**config.mk**
```make
export PLATFORM = sky130hd
export DESIGN_NAME = addsub_arb
export DESIGN_NICKNAME = d
export VERILOG_FILES = /design/src/rtl/addsub_arb_pkg.sv /design/src/rtl/addsub_arb_rr.sv /design/src/rtl/addsub_arb.sv
export SDC_FILE = /design/constraint.sdc
export NUM_CORES = 1
export LEC_CHECK = 0
export ABC_CLOCK_PERIOD_IN_PS = 2150
export CAP_MARGIN = 10
export CORE_AREA = 2 2 151 153
export CTS_CLUSTER_DIAMETER = 40
export DETAILED_ROUTE_END_ITERATION = 8
export DIE_AREA = 0 0 153 155
export PLACE_DENSITY_LB_ADDON = 0.12
export SYNTH_ARGS = -nofsm -noshare
export SYNTH_HDL_FRONTEND = slang
export SYNTH_SLANG_ARGS = --single-unit
```
**constraint.sdc**
```tcl
create_clock -name clk -period 2.15 [get_ports clk]
set_input_delay 0.43 -clock clk [delete_from_list [all_inputs] [get_ports clk]]
set_output_delay 0.43 -clock clk [all_outputs]
set_load 0.02 [all_outputs]
```
**src/rtl/addsub_arb_pkg.sv**
```systemverilog
// rtl/addsub_arb_pkg.sv - shared types and constants for the add/sub unit arbiter
//
// Word format is 31-bit sign-magnitude: bit SIGN_BIT is the sign, the bits
// below it are the magnitude. The controller only moves words around; it
// never interprets the sign.

package addsub_arb_pkg;

    localparam int SIGN_BIT = 30;
    localparam int WORD_W   = SIGN_BIT + 1;

    typedef logic [WORD_W-1:0] word_t;

    typedef enum logic [1:0] {
        ST_IDLE  = 2'd0,
        ST_ISSUE = 2'd1,
        ST_WAIT  = 2'd2,
        ST_DONE  = 2'd3
    } state_t;

    typedef enum logic {
        OP_ADD = 1'b0,
        OP_SUB = 1'b1
    } op_t;

endpackage

```
**src/rtl/addsub_arb_rr.sv**
```systemverilog
// rtl/addsub_arb_rr.sv - two-way round-robin grant logic with priority flip on completion
//
// Ports:
//   clk, rst_n    clock, asynchronous active-low reset
//   en            grants may only be issued while enabled (controller idle)
//   req0, req1    request valid from requester 0 / 1
//   complete      one-cycle pulse when the current operation finishes
//   owner         requester that owns the finishing operation
//   gnt0, gnt1    combinational grants, at most one high

module rr_arb2 (
    input  logic clk,
    input  logic rst_n,
    input  logic en,
    input  logic req0,
    input  logic req1,
    input  logic complete,
    input  logic owner,
    output logic gnt0,
    output logic gnt1
);

    // pri names the requester that wins a tie.
    logic pri;

    always_ff @(posedge clk or negedge rst_n) begin
        if (!rst_n) begin
            pri <= 1'b0;
        end else if (complete) begin
            // The requester just served loses the next tie.
            pri <= ~owner;
        end
    end

    always_comb begin
        gnt0 = en && req0 && (!pri || !req1);
        gnt1 = en && req1 && ( pri || !req0);
    end

endmodule

```
**src/rtl/addsub_arb.sv**
```systemverilog
// rtl/addsub_arb.sv - shares one add unit and one sub unit between two requesters
//
// Ports:
//   clk, rst_n                   clock, asynchronous active-low reset
//   req0/1, op0/1, a0/1, b0/1    request, opcode (0 add, 1 sub = a - b), operands
//   gnt0/1                       combinational ready; accept on req & gnt at an edge
//   done0/1                      one-cycle completion pulse to the owner
//   res, ovf, err                result, overflow, timeout; held until the next done
//   busy                         high whenever an operation is in flight
//   add_start, sub_start         one-cycle start strobe to the selected unit
//   u_in1, u_in2                 operand buses shared by both units
//   add_stop/out/ovf             add unit response
//   sub_stop/out/ovf             sub unit response

module addsub_arb
    import addsub_arb_pkg::*;
#(
    parameter int TIMEOUT = 15,
    parameter int CW      = 4
) (
    input  logic  clk,
    input  logic  rst_n,
    input  logic  req0,
    input  logic  op0,
    input  word_t a0,
    input  word_t b0,
    input  logic  req1,
    input  logic  op1,
    input  word_t a1,
    input  word_t b1,
    output logic  gnt0,
    output logic  gnt1,
    output logic  done0,
    output logic  done1,
    output word_t res,
    output logic  ovf,
    output logic  err,
    output logic  busy,
    output logic  add_start,
    output logic  sub_start,
    output word_t u_in1,
    output word_t u_in2,
    input  logic  add_stop,
    input  word_t add_out,
    input  logic  add_ovf,
    input  logic  sub_stop,
    input  word_t sub_out,
    input  logic  sub_ovf
);

    // WAIT gives up on the edge where the counter has already seen TIMEOUT-1
    // stop-less cycles, i.e. the TIMEOUT-th cycle spent in WAIT.
    localparam logic [CW-1:0] CNT_LAST = CW'(TIMEOUT - 1);

    state_t        state;
    logic          owner;
    op_t           op;
    logic [CW-1:0] cnt;

    logic  idle;
    logic  complete;
    logic  acc0;
    logic  acc1;
    op_t   new_op;
    word_t new_a;
    word_t new_b;
    logic  sel_stop;
    word_t sel_out;
    logic  sel_ovf;

    assign idle     = (state == ST_IDLE);
    assign complete = (state == ST_DONE);

    rr_arb2 u_rr_arb2 (
        .clk      (clk),
        .rst_n    (rst_n),
        .en       (idle),
        .req0     (req0),
        .req1     (req1),
        .complete (complete),
        .owner    (owner),
        .gnt0     (gnt0),
        .gnt1     (gnt1)
    );

    // Operands of whichever requester is being accepted this edge.
    always_comb begin
        acc0   = req0 && gnt0;
        acc1   = req1 && gnt1;
        new_op = acc1 ? op_t'(op1) : op_t'(op0);
        new_a  = acc1 ? a1 : a0;
        new_b  = acc1 ? b1 : b0;
    end

    // Only the unit that was started is listened to; the other unit's stop
    // is ignored so a stray response cannot complete the wrong operation.
    always_comb begin
        sel_stop = add_stop;
        sel_out  = add_out;
        sel_ovf  = add_ovf;
        if (op == OP_SUB) begin
            sel_stop = sub_stop;
            sel_out  = sub_out;
            sel_ovf  = sub_ovf;
        end
    end

    always_ff @(posedge clk or negedge rst_n) begin
        if (!rst_n) begin
            state     <= ST_IDLE;
            owner     <= 1'b0;
            op        <= OP_ADD;
            cnt       <= '0;
            done0     <= 1'b0;
            done1     <= 1'b0;
            res       <= '0;
            ovf       <= 1'b0;
            err       <= 1'b0;
            busy      <= 1'b0;
            add_start <= 1'b0;
            sub_start <= 1'b0;
            u_in1     <= '0;
            u_in2     <= '0;
        end else begin
            add_start <= 1'b0;
            sub_start <= 1'b0;
            done0     <= 1'b0;
            done1     <= 1'b0;

            unique case (state)
                ST_IDLE: begin
                    if (acc0 || acc1) begin
                        owner <= acc1;
                        op    <= new_op;
                        // Buses stay frozen until the next acceptance so the
                        // unit may sample them at any point up to its stop.
                        u_in1 <= new_a;
                        u_in2 <= new_b;
                        // Start is registered here so it is high for exactly
                        // the ISSUE cycle.
                        add_start <= (new_op == OP_ADD);
                        sub_start <= (new_op == OP_SUB);
                        busy      <= 1'b1;
                        state     <= ST_ISSUE;
                    end
                end

                ST_ISSUE: begin
                    state <= ST_WAIT;
                end

                ST_WAIT: begin
                    if (sel_stop) begin
                        res   <= sel_out;
                        ovf   <= sel_ovf;
                        err   <= 1'b0;
                        done0 <= ~owner;
                        done1 <= owner;
                        state <= ST_DONE;
                    end else if (cnt == CNT_LAST) begin
                        res   <= '0;
                        ovf   <= 1'b0;
                        err   <= 1'b1;
                        done0 <= ~owner;
                        done1 <= owner;
                        state <= ST_DONE;
                    end else begin
                        cnt <= cnt + 1'b1;
                    end
                end

                ST_DONE: begin
                    cnt   <= '0;
                    busy  <= 1'b0;
                    state <= ST_IDLE;
                end

                default: begin
                    state <= ST_IDLE;
                end
            endcase
        end
    end

endmodule

```
==> impl_metrics.ini <==
[outcome]
outcome = complete, no violations

[timing]
setup_viol_count_final = 0
period_needed_ns = 2.051
hold_viol_final = 0
slew_headroom = 0.5786
tightest_slew_ns = 0.6320
max_freq_mhz = 487.6
timing.final.ws_setup_ns = 0.09907
slew_viol_final = 0
grt_setup_unrepaired = false
layout_worst_path_cycle_share = 0.9539
final.setup.tns_ns = 0
finClkSkew_ns = 0.007884

[synth]
muxShareOfSynthArea = 0.06455
yosys.area_share.simple = 0.1662
postSynthCellCount = 538
yosys-top-cells-area = dfrtp_1 50%, or3b_1 9.0%, a31oi_1 7.2%
ys_types = 37
synth-compound-area-share = 0.2049
synthesis.area_mm2 = 0.005466
synth-edff-count = 0
yosysWarningCount = 0
synth_top_family_by_area = compound AO/OA/AOI/OAI gates
synthArstFlopShare = 1.000
synth_ff_type = dfrtp_1
synth-seq-cells = 109
synth_xor_area_frac = 0
synth_top_area_frac = 0.4990
synthAdderAreaFrac = 0.01373
yosysSeqAreaShare = 0.4990
avgSynthCellArea_um2 = 10.16
syn_nets = 740
yosys.area.top_type = dfrtp_1

[worst_setup_path]
cp_common_cell = buf_12
reg2reg_depth = 7
arrival_ns = 1.62
crit_type = in -> out
path_cells = clkdlybuf4s50_1, buf_4, nor2b_4, buf_12, nor2_4, buf_12
crit_fanout = 26
crit_path_start_kind = primary input
cp_data_required_time_ns = 1.72
r2r-end = u_in2[22]
worst_path_max_delay_cell = clkdlybuf4s50_1
reg2reg_from = state[0]
r2r_slack_ns = 0.21
critPathCaptureType = output port
critPathMaxStageDelay_ns = 0.48

[pwr]
vdd_drop_max_uv = 534.3
p_per_area_mw_per_mm2 = 1308
p_leak_nw = 3.610

[route]
drc = 0
dr_wl_met2_mm = 8.307
wl_met3_mm = 1.951
wl_per_cell_um = 16.57
firstDrtPassIters = 6
drt_iter0_drc = 165
vias = 5131
routed_wirelength_mm = 18.21
top_layer = met4
via_per_inst = 4.669
wl_met1_mm = 7.661
ant_nets = 0

[run]
max_cap_viol_count = 0

[placement]
pre_cts_slack_ns = 0.002048
placed_cell_area_mm2 = 0.008845
dpl.hpwl_mm = 13.49
numPortBuffers = 297
dp_cells = 1083
gp_congestion = 0.7933

[floorplan]
io_pins = 298
core_area_mm2 = 0.02223
die-area_mm2 = 0.02372
die_x_um = 153
fp-row-count = 55
initial_core_util = 0.2459
fp.dieH_um = 155

[grt]
grt_pass1_vias = 5282
grt_pass1_wl_mm = 28.90
grt_antenna_before_repair = 0
grt_max_degree = 110
track_usage = 0.1525
gr-total-overflow = 0

[layout]
drive_gt1_frac = 0.06388
fin_nets = 1011
final_common_cell = clkdlybuf4s50_1
fillCellCount = 2158
design_area_mm2 = 0.009165
area_growth_pct = 67.66
antenna_cells = 0
final_cell_mix = 294 x clkdlybuf4s50_1, 108 x dfrtp_1, 69 x nor2_1, 65 x o21ai_0, 63 x a31oi_1
instances_no_fill = 1099

[clock_tree]
cts_hold_buf = 0
cts_buffers = 9
cts_num_sinks = 109
clkTransAtPathRegs_ns = 0.07
clock_path_buffers = 2
post-cts-setup-buffers = 0
clk_latency_ns = 0.35
cts_tree = done
clockRootBuffer = clkbuf_16
htree_levels = 3

[hold_path]
hold_class = in -> async
## cells in the mapped netlist, types with 3 or more instances
master,instances
a31oi_1,63
buf_2,7
ha_1,6
or3b_1,56
buf_1,5
inv_1,8
clkbuf_1,36
o21ai_0,65
mux2i_1,33
buf_4,4
or3b_2,7
dfrtp_1,109
nand2_1,4
a21oi_1,4
buf_6,3
nor2_1,70
o2bb2ai_1,32
## report_power, final
| group | switching (mW) | internal, mW | total, mW |
|---|---|---|---|
| clock network | 0.787 | 0.976 | 1.76 |
| logic | 3.42 | 3.20 | 6.62 |
| registers | 0.563 | 3.04 | 3.60 |
| total | 4.77 | 7.22 | 12.0 |
## routing by layer
layer | global-route usage | up-vias
met3 | 0.06351 | 19
li1 | - | 2526
met2 | 0.2449 | 222
met5 | 0 | -
met4 | 0.04718 | 0
met1 | 0.1875 | 2364
## cell type report
class / instances / area (µm²) / area share
Inverter: 8 / 30.03 / 0.003276
Tap cell: 285 / 356.6 / 0.03891
Clock buffer: 12 / 256.5 / 0.02799
Sequential cell: 109 / 2729 / 0.2977
Timing Repair Buffer: 315 / 3252 / 0.3548
Clock inverter: 4 / 55.05 / 0.006007
Multi-Input combinational cell: 366 / 2486 / 0.2713
## worst max path at each step
| stage | startpoint | endpoint | slack, ns | depth (start not counted) |
|---|---|---|---|---|
| finish | req0 | gnt1 | 0.1 | 6 |
| global route | state[1] | gnt1 | 0.005 | 6 |
| CTS | state[0] | gnt1 | 0.001 | 6 |
| detailed placement | req0 | u_in2[1] | 0.002 | 7 |
| global placement | req0 | gnt0 | -0.009 | 4 |
| floorplan | state[0] | gnt1 | 0.22 | 7 |
## through the flow
step	util	power, mW	hold WS, ns
finish	0.4123	11.98	0.1404
global route	0.4123	12.88	0.2024
CTS	0.4122	12.19	0.1847
detailed placement	0.3979	10.35	0.4488
global placement	0.3979	10.24	0.4532
floorplan	-	7.165	0.1344
## worst max-delay path, delay by kind of cell
family / cells / cell delay (ns)
buffers and inverters: 4 / 0.92
and+or+nand+nor: 2 / 0.25
## flip-flops by register name (all words and copies together), names as in the netlist
register	count
res	31
u_in1	31
u_in2	31
cnt	4
state	2
add_start	1
busy	1
done0	1
done1	1
err	1
op	1
ovf	1
owner	1
sub_start	1
u_rr_arb2.pri	1
## repair_timing
action                                  4_1_cts  5_1_grt
hold endpoints to repair                      0        0
gates resized for setup                       3        2
endpoints found under the setup margin        2        1
## cells by family (layout without fill, tap and decap cells)
| kind of cell | Yosys count | count (layout) |
|---|---|---|
| buffers and inverters | 63 | 339 |
| muxes | 35 | 35 |
| adders and majority gates | 6 | 6 |
| DFF | 109 | 109 |
| AOI/OAI and AO/OA | 176 | 176 |
| and+or+nand+nor | 149 | 149 |
(Power assumes the default switching activity.)
